==> src/rtl/led_matrix_scan_if.sv <==
// Producer-side bundle for the LED matrix scan driver: frame/brightness load path and the
// row/column drive outputs.
interface led_matrix_scan_if #(
   parameter int unsigned ROWS     = 8,
   parameter int unsigned COLS     = 4,
   parameter int unsigned PWM_BITS = 3
);
   logic                   enable;
   logic [COLS*ROWS-1:0]   frame_in;
   logic [PWM_BITS-1:0]    bright_in;
   logic                   load;
   logic                   pending;
   logic                   frame_sync;
   logic [ROWS-1:0]        row_n;
   logic [COLS-1:0]        col_n;

   modport master (
      output enable, frame_in, bright_in, load,
      input  pending, frame_sync, row_n, col_n
   );

   modport slave (
      input  enable, frame_in, bright_in, load,
      output pending, frame_sync, row_n, col_n
   );
endinterface

==> src/rtl/led_matrix_scan.sv <==
// Multiplexed LED-matrix scan driver with global PWM brightness and a double-buffered frame
// that is only swapped in at a frame boundary.
module led_matrix_scan #(
   parameter int unsigned ROWS     = 8,
   parameter int unsigned COLS     = 4,
   parameter int unsigned DIV      = 375,
   parameter int unsigned PWM_BITS = 3
) (
   input logic               clk,
   input logic               resetn,
   led_matrix_scan_if.slave  bus
);
   localparam int unsigned PRE_W = (DIV > 1) ? $clog2(DIV) : 1;
   localparam int unsigned COL_W = $clog2(COLS);
   localparam logic [PRE_W-1:0] PRE_MAX = PRE_W'(DIV - 1);
   localparam logic [COL_W-1:0] COL_MAX = COL_W'(COLS - 1);

   logic [PRE_W-1:0]      r_pre;
   logic [PWM_BITS-1:0]   r_pwm;
   logic [COL_W-1:0]      r_col;
   logic [COLS*ROWS-1:0]  r_shadow;
   logic [PWM_BITS-1:0]   r_shadow_bright;
   logic [COLS*ROWS-1:0]  r_disp;
   logic [PWM_BITS-1:0]   r_disp_bright;
   logic                  r_pending;
   logic                  r_frame_sync;
   logic [ROWS-1:0]       r_row_n;
   logic [COLS-1:0]       r_col_n;

   logic                  w_step;
   logic                  w_pwm_max;
   logic                  w_boundary;
   logic                  w_col_act;
   logic [ROWS-1:0]       w_col_bits;
   logic [ROWS-1:0]       w_row_n_d;
   logic [COLS-1:0]       w_col_n_d;

   assign w_step     = (r_pre == PRE_MAX);
   assign w_pwm_max  = &r_pwm;
   assign w_boundary = w_step && w_pwm_max && (r_col == COL_MAX);

   always_ff @(posedge clk or negedge resetn) begin
      if (!resetn) begin
         r_pre <= '0;
         r_pwm <= '0;
         r_col <= '0;
      end else begin
         r_pre <= w_step ? '0 : r_pre + 1'b1;
         if (w_step) begin
            r_pwm <= r_pwm + 1'b1;
            if (w_pwm_max) begin
               r_col <= (r_col == COL_MAX) ? '0 : r_col + 1'b1;
            end
         end
      end
   end

   // The old shadow moves to display before a same-cycle load overwrites it.
   always_ff @(posedge clk or negedge resetn) begin
      if (!resetn) begin
         r_shadow        <= '0;
         r_shadow_bright <= '0;
         r_disp          <= '0;
         r_disp_bright   <= '0;
         r_pending       <= 1'b0;
         r_frame_sync    <= 1'b0;
      end else begin
         r_frame_sync <= w_boundary && r_pending;
         if (w_boundary && r_pending) begin
            r_disp        <= r_shadow;
            r_disp_bright <= r_shadow_bright;
         end
         if (bus.load) begin
            r_shadow        <= bus.frame_in;
            r_shadow_bright <= bus.bright_in;
            r_pending       <= 1'b1;
         end else if (w_boundary) begin
            r_pending <= 1'b0;
         end
      end
   end

   // Last PWM step of each column is dead time to avoid ghosting.
   assign w_col_act  = bus.enable && !w_pwm_max;
   assign w_col_bits = r_disp[r_col*ROWS +: ROWS];

   always_comb begin
      w_col_n_d = '1;
      w_row_n_d = '1;
      if (w_col_act) begin
         w_col_n_d[r_col] = 1'b0;
         for (int r = 0; r < ROWS; r++) begin
            w_row_n_d[r] = !(w_col_bits[r] && (r_pwm < r_disp_bright));
         end
      end
   end

   always_ff @(posedge clk or negedge resetn) begin
      if (!resetn) begin
         r_row_n <= '1;
         r_col_n <= '1;
      end else begin
         r_row_n <= w_row_n_d;
         r_col_n <= w_col_n_d;
      end
   end

   assign bus.pending    = r_pending;
   assign bus.frame_sync = r_frame_sync;
   assign bus.row_n      = r_row_n;
   assign bus.col_n      = r_col_n;
endmodule

==> src/flat_wrapper.sv <==
// flat-port wrapper written by rule: the top's interface ports become plain ports
module led_matrix_scan_flat 
#(
   parameter int unsigned ROWS     = 8,
   parameter int unsigned COLS     = 4,
   parameter int unsigned DIV      = 375,
   parameter int unsigned PWM_BITS = 3
)
  (clk, resetn, bus_enable, bus_frame_in, bus_bright_in, bus_load, bus_pending, bus_frame_sync, bus_row_n, bus_col_n);
  led_matrix_scan_if #(.ROWS(ROWS), .COLS(COLS), .PWM_BITS(PWM_BITS)) bus_i ();
  input logic clk;
  input logic resetn;
  input wire logic [$bits(bus_i.enable)-1:0] bus_enable;
  input wire logic [$bits(bus_i.frame_in)-1:0] bus_frame_in;
  input wire logic [$bits(bus_i.bright_in)-1:0] bus_bright_in;
  input wire logic [$bits(bus_i.load)-1:0] bus_load;
  output wire logic [$bits(bus_i.pending)-1:0] bus_pending;
  output wire logic [$bits(bus_i.frame_sync)-1:0] bus_frame_sync;
  output wire logic [$bits(bus_i.row_n)-1:0] bus_row_n;
  output wire logic [$bits(bus_i.col_n)-1:0] bus_col_n;
  assign bus_i.enable = bus_enable;
  assign bus_i.frame_in = bus_frame_in;
  assign bus_i.bright_in = bus_bright_in;
  assign bus_i.load = bus_load;
  assign bus_pending = bus_i.pending;
  assign bus_frame_sync = bus_i.frame_sync;
  assign bus_row_n = bus_i.row_n;
  assign bus_col_n = bus_i.col_n;
  led_matrix_scan #(.ROWS(ROWS), .COLS(COLS), .DIV(DIV), .PWM_BITS(PWM_BITS)) u_core (.clk(clk), .resetn(resetn), .bus(bus_i));
endmodule
==> config.mk <==
export PLATFORM = sky130hd
export DESIGN_NAME = led_matrix_scan_flat
export DESIGN_NICKNAME = d
export VERILOG_FILES = /design/src/rtl/led_matrix_scan_if.sv /design/src/rtl/led_matrix_scan.sv /design/src/flat_wrapper.sv
export SDC_FILE = /design/constraint.sdc
export NUM_CORES = 1
export LEC_CHECK = 0
export ABC_AREA = 1
export CAP_MARGIN = 20
export CORE_AREA = 2 2 117 119
export CTS_CLUSTER_SIZE = 30
export DETAILED_ROUTE_END_ITERATION = 16
export DIE_AREA = 0 0 119 121
export GPL_TIMING_DRIVEN = 0
export PLACE_DENSITY = 0.55
export SYNTH_ARGS = -nofsm -noshare
export SYNTH_HDL_FRONTEND = slang
export SYNTH_SLANG_ARGS = --single-unit
export TNS_END_PERCENT = 1
==> constraint.sdc <==
create_clock -name clk -period 3.7 [get_ports clk]
set_input_delay 0.74 -clock clk [delete_from_list [all_inputs] [get_ports clk]]
set_output_delay 0.74 -clock clk [all_outputs]
set_load 0.01 [all_outputs]
==> flow_metrics.tcl <==
set metrics [dict create \
    status "finished clean" \
    grt_first_pass_wirelength_um 17000 \
    slew_viol_final 0 \
    place_area_sq_mm 0.00504 \
    finalSetupViolCount 0 \
    finalWorstSetupSlack_ns 1.57 \
    synth_edf_count 0 \
    worstHoldPathType "input pin to asynchronous set/reset pin" \
    fp.coreArea_sq_mm 0.0131 \
    netlist_area_sq_mm 0.00429 \
    max_cap_violations 0 \
    synth_cell_types 27 \
    htree_levels 3 \
    synth_cells 483 \
    n_fill_cell 1319 \
    criticalPathCategory "flip-flop to primary output" \
    multiInputGateArea_sq_mm 0.00158 \
    r2r_start "u_core.r_pwm[0]$_DFFE_PN0N_" \
    synth_compound_area_frac 0.0380 \
    finalCritPeriodShare 0.576 \
    hold_buffers 0 \
    numPortBuffers 51 \
    place_ws_ns 1.41 \
    synth-simple-area-share 0.298 \
    routabilityCongestion 0.827 \
    async_reset_ff_frac 1.00 \
    gr-usage-all-layers 0.150 \
    dieHeight_um 121 \
    yosys_warnings 0 \
    drtIter0Drc 245 \
    cp.arrival_ns 1.39 \
    clock_path_buffers 2 \
    cp_max_fo 1 \
    max_slew_margin 0.631 \
    stdcell_area_sq_mm 0.00536 \
    dpl.hpwl_um 7250 \
    dp_cells 711 \
    drcViolationCount 0 \
    drt-wirelength-per-cell_um 13.6 \
    synth_top_cell_by_area "dfrtp_1" \
    drt-pass1-iter-count 4 \
    hold_violations 0 \
    grt_max_degree 58 \
    clk_pin_slew_worst_paths_ns 0.07 \
    grt_pass1_vias 3509 \
    nNetsFinal 595 \
    antenna_cells 0 \
    num_rows 42 \
    vias 3374 \
    synthTopCellsByArea "dfrtp_1 50%, nand2_1 19%, dfstp_2 7.4%" \
    postRouteAntennaNets 0 \
    slowest_delay_ns 0.53 \
    worstPathRequired_ns 2.96 \
    path_cells "clkdlybuf4s50_1" \
    end_kind "primary output" \
    critPathTopFamily "flip-flops" \
    synthMuxAreaShare 0 \
    post-cts-setup-buffer-count 0 \
    synth_ff_type "dfrtp_1" \
    vias_per_cell 4.64 \
    cts_resized 0 \
    layout-drive-gt1-share 0.102 \
    power.density_mw_per_mm2 418 \
    synth_top_family_by_area "simple AND/OR/NAND/NOR gates" \
    finalCriticalPeriod_ns 2.13 \
    synth_seq_cells 98 \
    max-vdd-ir-drop_uv 203 \
    clock_sinks 98 \
    synthXorXnorAreaFrac 0.00409 \
    tightest_slew_ns 0.554 \
    slowest_stage "dfstp_2" \
    syn_avg_cell_area_sq_um 8.87 \
    pin_count 53 \
    whs_ns 0.381 \
    rsz0062_at_grt "no" \
    cts_tree "done" \
    syn2layout_area_growth_pct 25.1 \
    crit_path_start "u_core.bus.row_n[4]$_DFF_PN1_" \
    fp.dieArea_sq_mm 0.0144 \
    synth_fa_ha_area_frac 0.0292 \
    initial_core_util 0.328 \
    antenna_found_initial 0 \
    yosysSeqAreaShare 0.576 \
    cp-start-kind "flip-flop" \
    total_leakage_power_nw 2.73 \
    clockRootBuffer "clkbuf_16" \
    instances_no_fill 727 \
    skew_ns 0.00534 \
    regArea_sq_mm 0.00247 \
    synth_top_area_frac 0.502 \
    syn-num-nets 532 \
    gr-total-overflow 0 \
    fin_util 0.410 \
    routed_wl_um 9870 \
    fmax_mhz 469 \
    clkLatencyLatePin_ns 0.34 \
    critPathBufInv 1 \
    numCtsBuffers 9 \
    die_x_um 119 \
]
[cell usage after synthesis, drive strengths merged (2+ instances only)]
cell,n
a21oi,4
buf,14
clkbuf,12
dfrtp,86
dfstp,12
ha,10
inv,20
nand2,219
nand3,4
nand4,41
nor2,29
nor3,2
o21ai,17
o22ai,8
[flip-flops by register name, indices dropped and copies added, names as in the netlist]
name,count
u_core.bus.row_n,8
u_core.r_shadow,32
u_core.bus.pending,1
u_core.r_disp,32
u_core.bus.frame_sync,1
u_core.r_shadow_bright,3
u_core.r_col,2
u_core.bus.col_n,4
u_core.r_pwm,3
u_core.r_disp_bright,3
u_core.r_pre,9
[layout by cell type, fill, tap and decap left out, types with 4 or more instances in the layout]
master,n
clkbuf_16,9
clkdlybuf4s50_1,50
o21ai_0,16
o22ai_1,8
nand2_2,4
nand2_1,215
dfstp_2,12
clkbuf_1,13
inv_1,15
inv_2,5
buf_2,7
nand4_1,40
dfrtp_1,86
nand3_1,4
a21oi_1,4
buf_6,7
ha_1,10
nor2_1,26
[final timing paths]
kind | endpoint | depth (start not counted) | slack [ns]
max | bus_row_n[4] | 1 | 1.57
min | u_core.r_pre[3]$_DFF_PN0_ | 1 | 0.38
max reg2reg | u_core.bus.row_n[4]$_DFF_PN1_ | 6 | 1.72
min reg2reg | u_core.r_shadow[30]$_DFFE_PN0P_ | 2 | 0.47
max in group asynchronous | u_core.bus.row_n[1]$_DFF_PN1_ | 2 | 2.63
min in group clk | u_core.r_shadow[30]$_DFFE_PN0P_ | 2 | 0.47
[stage by stage]
step                      setup TNS (ns)  total power, W
after global placement           -152.13         0.00126
after floorplan                        0         0.00118
after CTS                              0         0.00227
after global routing                   0         0.00234
after detailed placement               0         0.00126
final                                  0         0.00224
[logic make-up after synthesis]
family          Yosys count
compound gates           30
simple gates            296
flops                    98
fa+ha+maj                10
xor+xnor                  2
buf+inv                  47
[cell type report]
type | count | share of cell area
clock buffers | 11 | 0.0453
plain buffers | 26 | 0.0296
flip-flops and latches | 98 | 0.460
multi-input cells | 338 | 0.295
clock inverters | 5 | 0.0145
well taps | 176 | 0.0411
repair buffers | 52 | 0.0999
inverters | 21 | 0.0147
[where the power goes]
group          leakage (nW)  switching, W  internal (W)
clock                 0.156      0.000393      0.000609
sequential             1.25     0.0000209       0.00111
combinational          1.33     0.0000572     0.0000546
[metal layers]
layer  part of all wire  track usage  vias up  wire length [um]
met4              0.015       0.0558        0               147
met1               0.47        0.197     1619              4620
li1                   -            -     1680                 -
met3              0.040       0.0310        9               390
met2               0.48        0.244       66              4710
met5                  0            0        -                 0
No activity file was read; power rests on OpenSTA's default activity.
